## config.mk

```make
export PLATFORM = sky130hd
export DESIGN_NAME = mux_2x1
export DESIGN_NICKNAME = d
export VERILOG_FILES = /design/src/rtl/mux_pkg.sv /design/src/rtl/mux_2x1_comb.sv /design/src/rtl/mux_2x1.sv
export SDC_FILE = /design/constraint.sdc
export NUM_CORES = 1
export LEC_CHECK = 0
export BUFFER_PORTS_ARGS = -buffer_cell sky130_fd_sc_hd__buf_4
export CAP_MARGIN = 30
export CORE_AREA = 5 5 42 44
export DETAILED_ROUTE_END_ITERATION = 8
export DIE_AREA = 0 0 47 49
export PLACE_DENSITY = 0.5
export SYNTH_ARGS = -nofsm -noshare
export SYNTH_HDL_FRONTEND = slang
export SYNTH_HIERARCHICAL = 1
export SYNTH_SLANG_ARGS = --single-unit
export TNS_END_PERCENT = 30
```

## constraint.sdc

```tcl
create_clock -name clk -period 0.85 [get_ports clk]
set_input_delay 0.1275 -clock clk [delete_from_list [all_inputs] [get_ports clk]]
set_output_delay 0.1275 -clock clk [all_outputs]
set_load 0.01 [all_outputs]
```

## src/rtl/mux_pkg.sv

```systemverilog
// ============================================================================
// Module   : mux_pkg
// Brief    : Shared constants for the mux_2x1 selector and its optional counter.
// Revision : 1.0
// ============================================================================
`default_nettype none

package mux_pkg;

  localparam int   DEFAULT_WIDTH = 4;
  localparam logic SEL_A         = 1'b0;
  localparam logic SEL_B         = 1'b1;
  localparam int   TOGGLE_CNT_W  = 16;

endpackage

`default_nettype wire

```

## src/rtl/mux_2x1_comb.sv

```systemverilog
// ============================================================================
// Module   : mux_2x1_comb
// Brief    : Pure combinational 2:1 selector; an unknown select yields all-X.
// Revision : 1.0
// ============================================================================
`default_nettype none

module mux_2x1_comb
  import mux_pkg::*;
#(
  parameter int WIDTH = DEFAULT_WIDTH
) (
  input  logic [WIDTH-1:0] ia,
  input  logic [WIDTH-1:0] ib,
  input  logic             sel,
  output logic [WIDTH-1:0] s
);

  // The default arm is only reachable with an X/Z select and propagates X.
  always_comb begin
    s = 'x;
    case (sel)
      SEL_A:   s = ia;
      SEL_B:   s = ib;
      default: s = 'x;
    endcase
  end

endmodule

`default_nettype wire

```

## src/rtl/mux_2x1.sv

```systemverilog
// ============================================================================
// Module   : mux_2x1
// Brief    : 2:1 selector with combinational and registered outputs.
//            MUX_SEL_COUNT_EN adds a saturating select-toggle counter.
// Revision : 1.0
// ============================================================================
`default_nettype none

module mux_2x1
  import mux_pkg::*;
#(
  parameter int WIDTH = DEFAULT_WIDTH
) (
  input  logic                    clk,
  input  logic                    rst,
  input  logic [WIDTH-1:0]        ia,
  input  logic [WIDTH-1:0]        ib,
  input  logic                    sel,
  input  logic                    in_valid,
  output logic [WIDTH-1:0]        s,
  output logic [WIDTH-1:0]        s_q,
  output logic                    out_valid
`ifdef MUX_SEL_COUNT_EN
  ,
  output logic [TOGGLE_CNT_W-1:0] sel_toggles
`endif
);

  mux_2x1_comb #(
    .WIDTH (WIDTH)
  ) u_comb (
    .ia  (ia),
    .ib  (ib),
    .sel (sel),
    .s   (s)
  );

  always_ff @(posedge clk or posedge rst) begin
    if (rst) begin
      s_q       <= '0;
      out_valid <= 1'b0;
    end else begin
      out_valid <= in_valid;
      if (in_valid) begin
        s_q <= s;
      end
    end
  end

`ifdef MUX_SEL_COUNT_EN
  logic r_prev_sel;
  logic r_have_prev;
  logic w_toggle;

  // The first capture after reset only seeds r_prev_sel; it never counts.
  assign w_toggle = in_valid && r_have_prev && (sel != r_prev_sel) &&
                    (sel_toggles != {TOGGLE_CNT_W{1'b1}});

  always_ff @(posedge clk or posedge rst) begin
    if (rst) begin
      r_prev_sel  <= SEL_A;
      r_have_prev <= 1'b0;
      sel_toggles <= '0;
    end else begin
      if (in_valid) begin
        r_prev_sel  <= sel;
        r_have_prev <= 1'b1;
      end
      if (w_toggle) begin
        sel_toggles <= sel_toggles + 1'b1;
      end
    end
  end
`endif

endmodule

`default_nettype wire

```

==> key figures, run 1 <==
Outcome
  – Run status: complete, but fails checks
  – Failing checks: setup timing

Placed design
  – Input/output buffers: 20
  – Final GP Congestion: between 0.6 and 0.7
  – Dpl cell area: roughly 400 um^2
  – Placed cells: 50

Min path
  – Min-Delay Path Class: in -> reg
  – Hold Startpoint: in_valid

Route
  – DRC: 0
  – WL/cell: approximately 13 um
  – DR iter-0 viols: 1
  – DR pass1 iterations: 3
  – Vias: roughly 210
  – Detail Route Antenna Nets: 0
  – Via/cell ratio: approximately 3.8
  – Final wirelength: 697 um

Critical path
  – CP startpoint: s_q[3]
  – Crit path max fanout: 2
  – Worst path cell trace: buf_6
  – Critical-path top delay cell: dfrtp_1
  – Crit start category: flip-flop
  – Endpoint class of the critical path: primary output
  – Largest delay share family, worst path: flip-flops
  – CP bufs+invs: 1
  – Worst path arrival time: ~0.76 ns
  – Worst R2R Start: s_q[3]
  – Largest stage delay on the critical path: between 0.3 and 0.4 ns
  – Crit Path Category: reg -> out
  – Worst endpoint required time: 0.72 ns

Floorplan
  – # rows: 14
  – Io pins: 21
  – Die area: ~0.0023 mm^2
  – Initial Util: 0.156
  – CORE AREA: 0.00140 mm^2
  – Die Height: 49 um
  – DIE WIDTH: roughly 47 um

CTS
  – Clock-pin slew on the worst setup and hold paths: around 0.040 ns
  – CTS tree: yes
  – Clock Latency Late Sink: between 0.2 and 0.25 ns
  – Bufs on Longest Clock Path: 2
  – Clk sinks: 5
  – Root Buffer: clkbuf_4
  – H-tree Lvls: 1
  – CTS Buf Count: 3

Layout
  – Layout cells sized above 1: 0.795
  – Layout Cells excl Fill: 55
  – Area growth from synthesis to layout: 113%
  – Design area: between 400 and 500 um^2
  – Final core utilization: 0.333
  – N_diodes: 0
  – Layout Nets: between 50 and 60

Global route
  – Vias in the first global route: 244
  – Initial antenna violation count: 0
  – Total gr overflow: 0
  – Global-route wire length before repair: slightly above 1000 um
  – Gr usage total: 0.0659
  – Largest net degree at the start of global routing: 6

Logic synthesis
  – Mapped Cells: 14
  – Post-Syn Area: 219 um^2
  – Avg Cell Area, Syn: approximately 16 um^2
  – Syn nets: 26
  – Largest cells by area after synthesis: dfrtp_1, mux2_2, inv_1
  – Leading area contributor after synthesis: dfrtp_1
  – Post-synth top area share: 0.571
  – FF+latch count, synth: 5
  – Cell variety after synth: 3
  – Post-synthesis sequential area ratio: 0.571
  – Synth warn: 6

STA
  – RSZ-0062 raised after global routing: true
  – Worst slew pin tran: 0.188 ns
  – Worst Slack Setup Final: -0.0347 ns
  – Worst hold slack: ~0.045 ns
  – Final Max Slew Viols: 0
  – Final period util: 1.04
  – Hold Fails Final Rpt: 0
  – Setup TNS: -0.104 ns
  – Clock Skews: 0 ns
  – Highest Clock Rate: roughly 1100 MHz
  – Setup violations, final: 4
  – Slew headroom: 0.874
  – Tmin final: 0.885 ns

Power and ir drop
  – LEAKAGE: approximately 0.24 nW
  – VDD IR max: about 560 uV
  – PwrDens: around 1700 mW/mm^2

Run
  – Max cap viols: 0
cells by family after synthesis:
family / after synthesis / share of synthesized area
multiplexers: 8 / 0.411
flip-flops: 5 / 0.571
buffers and inverters: 1 / 0.0171
registers in the layout (all words and copies together), names as in the netlist:
name,flops
out_valid,1
s_q,4
cells in the mapped netlist:
cell,instances
dfrtp_1,5
inv_1,1
mux2_2,8
final cells by class:
| cell class | count | area [um^2] |
|---|---|---|
| flip-flops and latches | 5 | 125 |
| clock buffers | 4 | 26.3 |
| repair buffers | 21 | 186 |
| inverters | 1 | 3.75 |
| fillers | 145 | 935 |
| well taps | 16 | 20.0 |
| multi-input cells | 8 | 105 |
routing by layer:
layer | wire (um) | GRT usage | vias to the layer above
met5 | 0 | 0 | -
met4 | 0 | 0.0553 | 0
met3 | 168 | 0.0480 | 0
met2 | 245 | 0.0792 | 21
met1 | 283 | 0.0738 | 89
li1 | - | - | 99
stage by stage:
| stage | total power, mW | setup WS, ns |
|---|---|---|
| 6_report | 0.771 | -0.0347 |
| 5_1_grt | 0.826 | -0.0653 |
| 4_1_cts | 0.784 | -0.0429 |
| 3_5_place_dp | 0.469 | -0.134 |
| 3_3_place_gp | 0.467 | -0.119 |
| 2_1_floorplan | 0.351 | -0.00675 |
timing repair:
| item | in CTS | in global routing |
|---|---|---|
| buffers inserted | 0 | 0 |
| resized for setup | 8 | 2 |
| endpoints found under the hold margin | 5 | 0 |
| hold buffers | 1 | 0 |
| pin swaps | 0 | 0 |
| endpoints found under the setup margin | 8 | 7 |
where the power goes:
group	switching (mW)	total, mW	internal, mW
clock network	0.0910	0.268	0.177
registers	0.0191	0.285	0.266
logic	0.0717	0.218	0.146
total	0.182	0.771	0.589
layout by cell type (no fill, tap or decap):
cell type | Yosys | layout
clkbuf_4 | 0 | 3
dfrtp_1 | 5 | 5
clkbuf_1 | 0 | 1
dlygate4sd3_1 | 0 | 1
inv_1 | 1 | 1
mux2_4 | 0 | 4
mux2_2 | 8 | 4
buf_4 | 0 | 13
buf_6 | 0 | 7
path summary, 6_finish.rpt:
path	endpoint	slack [ns]	cells after the start
min in group asynchronous	s_q[2]	0.35	3
max in group asynchronous	s_q[0]	0.33	3
setup reg to reg	s_q[3]	0.08	1
hold / removal	out_valid	0.05	1
setup / recovery	s_q[3]	-0.03	1
hold reg to reg	s_q[0]	0.53	1
(Power assumes the default switching activity.)
==> inputs of run 2 (changes only) <==
--- a/config.mk
+++ b/config.mk
@@ -11,6 +11,7 @@
 export DETAILED_ROUTE_END_ITERATION = 8
 export DIE_AREA = 0 0 47 49
 export PLACE_DENSITY = 0.5
+export SKIP_LAST_GASP = 1
 export SYNTH_ARGS = -nofsm -noshare
 export SYNTH_HDL_FRONTEND = slang
 export SYNTH_HIERARCHICAL = 1
==> key figures, run 2 (synthesis gave the netlist of run 1 again) <==
Global route
  – Busiest grt layer: met1
  – Vias in the first global route: 235 (-3.7%)
  – Gr usage total: 0.0637 (-0.00212)
  – Met2 Resource Use GR: 0.0724 (-0.00679)
  – Total gr overflow: 0 (unchanged)
  – Largest net degree at the start of global routing: 6 (unchanged)
  – Global-route wire length before repair: 972 um (-4.8%)
  – Met1 global-route usage: 0.0761 (+0.00224)
  – Grt met3 use: 0.0443 (-0.00369)
  – Initial antenna violation count: 0 (unchanged)

Power and ir drop
  – Sw frac: 0.236 (-0.000391)
  – LEAKAGE: 0.218 nW (-7.6%)
  – Pint: 573 uW (-2.7%)
  – PwrDens: 1700 mW/mm^2 (+3.0%)
  – Switching pwr: 176 uW (-2.9%)
  – Seq pwr share: 0.377 (+0.008)
  – Part of the power in the clock network: 0.358 (+0.010)
  – Combinational power share: 0.265 (-0.018)
  – VDD IR max: 552 uV (-0.94%)

Floorplan
  – DIE WIDTH: 47 um (unchanged)
  – CORE AREA: 0.00140 mm^2 (unchanged)
  – Die Height: 49 um (unchanged)
  – # rows: 14 (unchanged)
  – Initial Util: 0.156 (unchanged)
  – Die area: 0.00230 mm^2 (unchanged)
  – Io pins: 21 (unchanged)

Layout
  – Most frequent cells in the layout: buf_4, mux2_2, dfrtp_1, clkbuf_4, buf_6
  – Max FFs per register: 4 (unchanged)
  – Layout cells sized above 1: 0.795 (unchanged)
  – Most common cell after layout, fill and taps aside: buf_4
  – Layout Cells excl Fill: 55 (unchanged)
  – Layout fillers: 149 (+2.8%)
  – N_diodes: 0 (unchanged)
  – Top flop regs: s_q: 4 flops, out_valid: 1 flops
  – Register bank with the most flops: s_q
  – Area growth from synthesis to layout: 101%
  – Layout Nets: 52 (unchanged)

Critical path
  – Worst path cell trace: buf_6
  – Crit Reg-Reg Endpoint: s_q[3]
  – Worst endpoint required time: 0.72 ns (about the same)
  – Largest delay share family, worst path: flip-flops
  – Endpoint class of the critical path: primary output
  – CP bufs+invs: 1 (unchanged)
  – Reg2reg setup slack: 0.08 ns (about the same)
  – Crit Path Category: reg -> out
  – Worst path arrival time: 0.76 ns (about the same)
  – R2R cell count: 1 (unchanged)
  – Crit start category: flip-flop
  – Largest stage delay on the critical path: 0.39 ns (about the same)
  – Worst R2R Start: s_q[3]
  – Critical-path top delay cell: dfrtp_1
  – Crit path max fanout: 2 (unchanged)

Route
  – DR iter-0 viols: 1 (unchanged)
  – Vias: 205 (-1.9%)
  – WL/cell: 12.4 um (-2.0%)
  – DRC: 0 (unchanged)
  – Via/cell ratio: 3.73 (-1.9%)
  – Detail Route Antenna Nets: 0 (unchanged)
  – DR pass1 iterations: 3 (unchanged)
  – Final wirelength: 683 um (-2.0%)

CTS
  – Root Buffer: clkbuf_4
  – H-tree Lvls: 1 (unchanged)
  – Clock-pin slew on the worst setup and hold paths: 0.04 ns (about the same)
  – Clk sinks: 5 (unchanged)
  – Bufs on Longest Clock Path: 2 (unchanged)
  – CTS tree: yes
  – CTS Buf Count: 3 (unchanged)
  – # Post-CTS Setup Buffers: 0 (unchanged)
  – Clock Latency Late Sink: 0.24 ns (about the same)

Min path
  – Min-Delay Path Class: in -> reg
  – Hold Startpoint: in_valid
  – Worst hold path endpoint: out_valid
  – Hold Path Depth: 1 (unchanged)

STA
  – Clock Skews: 0 ns (unchanged)
  – Highest Clock Rate: 1130 MHz (+0.22%)
  – Final Max Slew Viols: 0 (unchanged)
  – Tmin final: 0.883 ns (-0.00195 ns)
  – Hold Fails Final Rpt: 0 (unchanged)
  – Worst hold slack: 0.0451 ns (-0.000237 ns)
  – RSZ-0062 raised after global routing: true
  – Slew headroom: 0.874 (unchanged)
  – Setup violations, final: 8 (+4)
  – Worst Slack Setup Final: -0.0328 ns (+0.00195 ns)
  – Final period util: 1.04 (-0.00230)
  – Worst slew pin tran: 0.188 ns (unchanged)

Outcome
  – Failing checks: setup timing
  – Run status: complete, but fails checks

Run
  – Max cap viols: 0 (unchanged)

Placed design
  – Final GP Congestion: 0.671 (unchanged)
  – Placed cells: 50 (unchanged)
  – Input/output buffers: 20 (unchanged)
-- run 2: timing repair --
| item | in CTS | in global routing |
|---|---|---|
| endpoints found under the setup margin | 8 | 8 |
| endpoints found under the hold margin | 5 | 0 |
| hold buffers | 1 | 0 |
| gates resized for setup | 2 | 1 |
-- run 2: power by group through the flow --
stage	logic, mW	clock network, mW	registers, mW
floorplan	0.0579	0	0.293
detailed placement	0.187	0	0.282
global placement	0.186	0	0.282
finish	0.198	0.268	0.283
CTS	0.198	0.284	0.282
global route	0.214	0.307	0.286
-- run 2: worst max path at each step --
| stage | slack, ns | from | cells after the start | endpoint |
|---|---|---|---|---|
| floorplan | -0.007 | sel | 2 | s_q[1] |
| global placement | -0.12 | sel | 3 | s_q[2] |
| detailed placement | -0.13 | sel | 3 | s_q[2] |
| CTS | -0.04 | s_q[3] | 1 | s_q[3] |
| global route | -0.07 | s_q[1] | 1 | s_q[1] |
| finish | -0.03 | s_q[3] | 1 | s_q[3] |
-- run 2: area by class of cell --
class,instances,area (um^2),area share
flip-flops and latches,5,125,0.284
well taps,16,20.0,0.0455
repair buffers,21,171,0.389
clock buffers,4,26.3,0.0597
inverters,1,3.75,0.00852
multi-input cells,8,93.8,0.213
-- run 2: routing by layer --
layer / vias to the layer above / routed length [um]
li1: 99 / -
met1: 85 / 265
met2: 21 / 239
met3: 0 / 178
met4: 0 / 0
met5: - / 0
-- run 2: metrics by stage --
stage	utilization	cell area, um^2	setup WS (ns)	total power, mW	TNS (ns)
after global routing	0.314	440	-0.0653	0.806	-0.371
after global placement	0.280	393	-0.119	0.467	-0.436
after detailed placement	0.280	393	-0.134	0.469	-0.525
after CTS	0.312	437	-0.0429	0.764	-0.218
final	0.314	440	-0.0328	0.749	-0.137
after floorplan	-	223	-0.00675	0.351	-0.0202
==> inputs of run 3 (changes only) <==
--- a/config.mk
+++ b/config.mk
@@ -5,6 +5,7 @@
 export SDC_FILE = /design/constraint.sdc
 export NUM_CORES = 1
 export LEC_CHECK = 0
+export ABC_AREA = 1
 export BUFFER_PORTS_ARGS = -buffer_cell sky130_fd_sc_hd__buf_4
 export CAP_MARGIN = 30
 export CORE_AREA = 5 5 42 44
==> key figures, run 3 <==
STA
  – Worst slew pin tran: 0.193 ns (+0.00451 ns)
  – Setup violations, final: 5 (-3)
  – Setup TNS: -0.133 ns (+0.00386 ns)
  – Clock Skews: 0 ns (unchanged)
  – RSZ-0062 raised after global routing: true
  – Final period util: 1.04 (+0.00230)
  – Highest Clock Rate: 1130 MHz (-0.22%)
  – Tmin final: 0.885 ns (+0.00195 ns)
  – Worst Slack Setup Final: -0.0347 ns (-0.00195 ns)
  – Final Max Slew Viols: 0 (unchanged)
  – Slew headroom: 0.871 (-0.00301)
  – Worst hold slack: 0.0441 ns (-0.00104 ns)
  – Hold Fails Final Rpt: 0 (unchanged)

Logic synthesis
  – Largest cells by area after synthesis: dfrtp_1, nand2_1, inv_2
  – Async S/R FF share, synth: 1.00 (unchanged)
  – Post-synth EDFFs: 0 (unchanged)
  – Leading area contributor after synthesis: dfrtp_1
  – Post-synth top area share: 0.552 (-0.0189)
  – Post-Syn Area: 226 um^2 (+3.4%)
  – Avg Cell Area, Syn: 7.08 um^2 (-55%)
  – Post-synthesis compound-gate area fraction: 0 (unchanged)
  – Main combinational cell family by area after synthesis: simple AND/OR/NAND/NOR gates
  – Synth warn: 6 (unchanged)
  – Adder-cell share of the synthesized area: 0 (unchanged)
  – Most used flip-flop cell after synthesis: dfrtp_1
  – Post-synthesis sequential area ratio: 0.552 (-0.0189)
  – Post-synth top cells: nand2_1, dfrtp_1, inv_2
  – FF+latch count, synth: 5 (unchanged)
  – Post-Synth Simple-Gate Area: 0.398 (+0.398)
  – Most common cell in the netlist: nand2_1
  – Syn nets: 44 (+69%)
  – Mapped Cells: 32 (+18)
  – Cell variety after synth: 4 (+1)
  – Xor and xnor area share after synthesis: 0 (unchanged)
  – Multiplexer area fraction after synthesis: 0 (-0.411)

Power and ir drop
  – LEAKAGE: 0.282 nW (+29%)
  – PwrDens: 1620 mW/mm^2 (-4.9%)
  – VDD IR max: 365 uV (-34%)

Layout
  – Design area: 467 um^2 (+6.0%)
  – Most frequent cells in the layout: nand2_1, buf_4, dfrtp_1, clkbuf_4, inv_2
  – Layout cells sized above 1: 0.475 (-0.319)
  – Most common cell after layout, fill and taps aside: nand2_1
  – Max FFs per register: 4 (unchanged)
  – Register bank with the most flops: s_q
  – Area growth from synthesis to layout: 106%
  – Layout Nets: 74 (+42%)
  – Top flop regs: s_q: 4 flops, out_valid: 1 flops
  – N_diodes: 0 (unchanged)

Critical path
  – Critical-path top delay cell: dfrtp_1
  – Largest stage delay on the critical path: 0.37 ns (-0.02 ns)
  – Worst path arrival time: 0.76 ns (about the same)
  – Endpoint class of the critical path: primary output
  – Crit path max fanout: 2 (unchanged)
  – Largest delay share family, worst path: flip-flops
  – Crit Path Category: reg -> out
  – Crit start category: flip-flop
  – Worst path cell trace: buf_4
  – CP bufs+invs: 1 (unchanged)
  – Reg2reg setup slack: 0.04 ns (-0.04 ns)
  – Worst endpoint required time: 0.72 ns (about the same)
  – CP startpoint: s_q[1]
  – Worst R2R Start: s_q[0]

Global route
  – Global-route wire length before repair: 1070 um (+10%)
  – Largest net degree at the start of global routing: 7 (+1)
  – Total gr overflow: 0 (unchanged)
  – Initial antenna violation count: 0 (unchanged)
  – Vias in the first global route: 289 (+23%)
  – Gr usage total: 0.0678 (+0.00406)

Placed design
  – Dpl ws: 0.142 ns (+0.276 ns)
  – Final GP Congestion: 0.676 (+0.73%)
  – HPWL after DPL: approximately 540 um
  – Dpl cell area: 397 um^2 (+0.96%)
  – Input/output buffers: 20 (unchanged)

Min path
  – Min-Delay Path Class: in -> reg
  – Hold Startpoint: in_valid

CTS
  – CTS tree: yes
  – Clk sinks: 5 (unchanged)
  – Clock-pin slew on the worst setup and hold paths: 0.04 ns (about the same)
  – CTS Buf Count: 3 (unchanged)
  – Root Buffer: clkbuf_4
  – H-tree Lvls: 1 (unchanged)
  – Bufs on Longest Clock Path: 2 (unchanged)
  – Clock Latency Late Sink: 0.24 ns (about the same)

Floorplan
  – Die area: 0.00230 mm^2 (unchanged)
  – Die Height: 49 um (unchanged)
  – # rows: 14 (unchanged)
  – Io pins: 21 (unchanged)
  – CORE AREA: 0.00140 mm^2 (unchanged)
  – Initial Util: 0.162 (+0.00536)
  – DIE WIDTH: 47 um (unchanged)

Route
  – DR pass1 iterations: 4 (+1)
  – Via/cell ratio: 3.74 (+0.35%)
  – Final wirelength: 681 um (-0.29%)
  – Detail Route Antenna Nets: 0 (unchanged)
  – DRC: 0 (unchanged)
  – DR iter-0 viols: 1 (unchanged)
  – Vias: 288 (+40%)
  – WL/cell: 8.84 um (-29%)

Outcome
  – Failing checks: setup timing
  – Run status: complete, but fails checks

Run
  – Max cap viols: 0 (unchanged)
==> run 3: changes by cell type in the layout (fill, tap and decap cells not counted), sizes merged <==
cell and delta:
inv +2, buf +4, nand2 +24, mux2 -8
==> run 3: per-layer routing <==
metal | share of wire | GRT usage
met1 | 0.43 | 0.0776
met2 | 0.41 | 0.0837
met3 | 0.12 | 0.0221
met4 | 0.040 | 0.0829
met5 | 0 | 0
==> run 3: timing repair <==
action,in CTS,in global routing
gates resized for setup,1,0
endpoints found under the setup margin,5,5
gates cloned,0,0
hold buffers,1,0
endpoints found under the hold margin,5,0
buffers inserted,3,1
==> run 3: where the power goes <==
part           leakage [nW]  switching (mW)  internal (mW)
Combinational         0.206          0.0818          0.121
Clock                0.0150           0.102          0.178
Sequential           0.0612          0.0110          0.261
Total                 0.282           0.195          0.560
==> run 3: kinds of logic (layout without fill, tap and decap cells) <==
logic type | after synthesis | count (layout)
and+or+nand+nor | 24 | 24
DFF | 5 | 5
buffers and inverters | 3 | 32
==> run 3: stage by stage <==
stage          power, mW  cells   util
4_1_cts            0.763     76  0.328
5_1_grt            0.805     77  0.333
3_3_place_gp       0.448     68  0.283
2_1_floorplan      0.337     32      -
6_report           0.755     77  0.333
3_5_place_dp       0.448     68  0.283
==> run 3: area by class of cell <==
class                   instances  area [um^2]
flip-flops and latches          5          125
repair buffers                 25          194
inverters                       3         11.3
fillers                       168          935
well taps                      16         20.0
clock buffers                   4         26.3
multi-input cells              24         90.1
==> run 3: path summary, 6_finish.rpt <==
kind                                  end  cells past startpoint
worst min-delay path            out_valid                      1
worst max-delay path               s_q[1]                      1
worst min register to register     s_q[3]                      2
min in group asynchronous          s_q[0]                      3
worst max register to register     s_q[0]                      4
max in group asynchronous          s_q[2]                      3
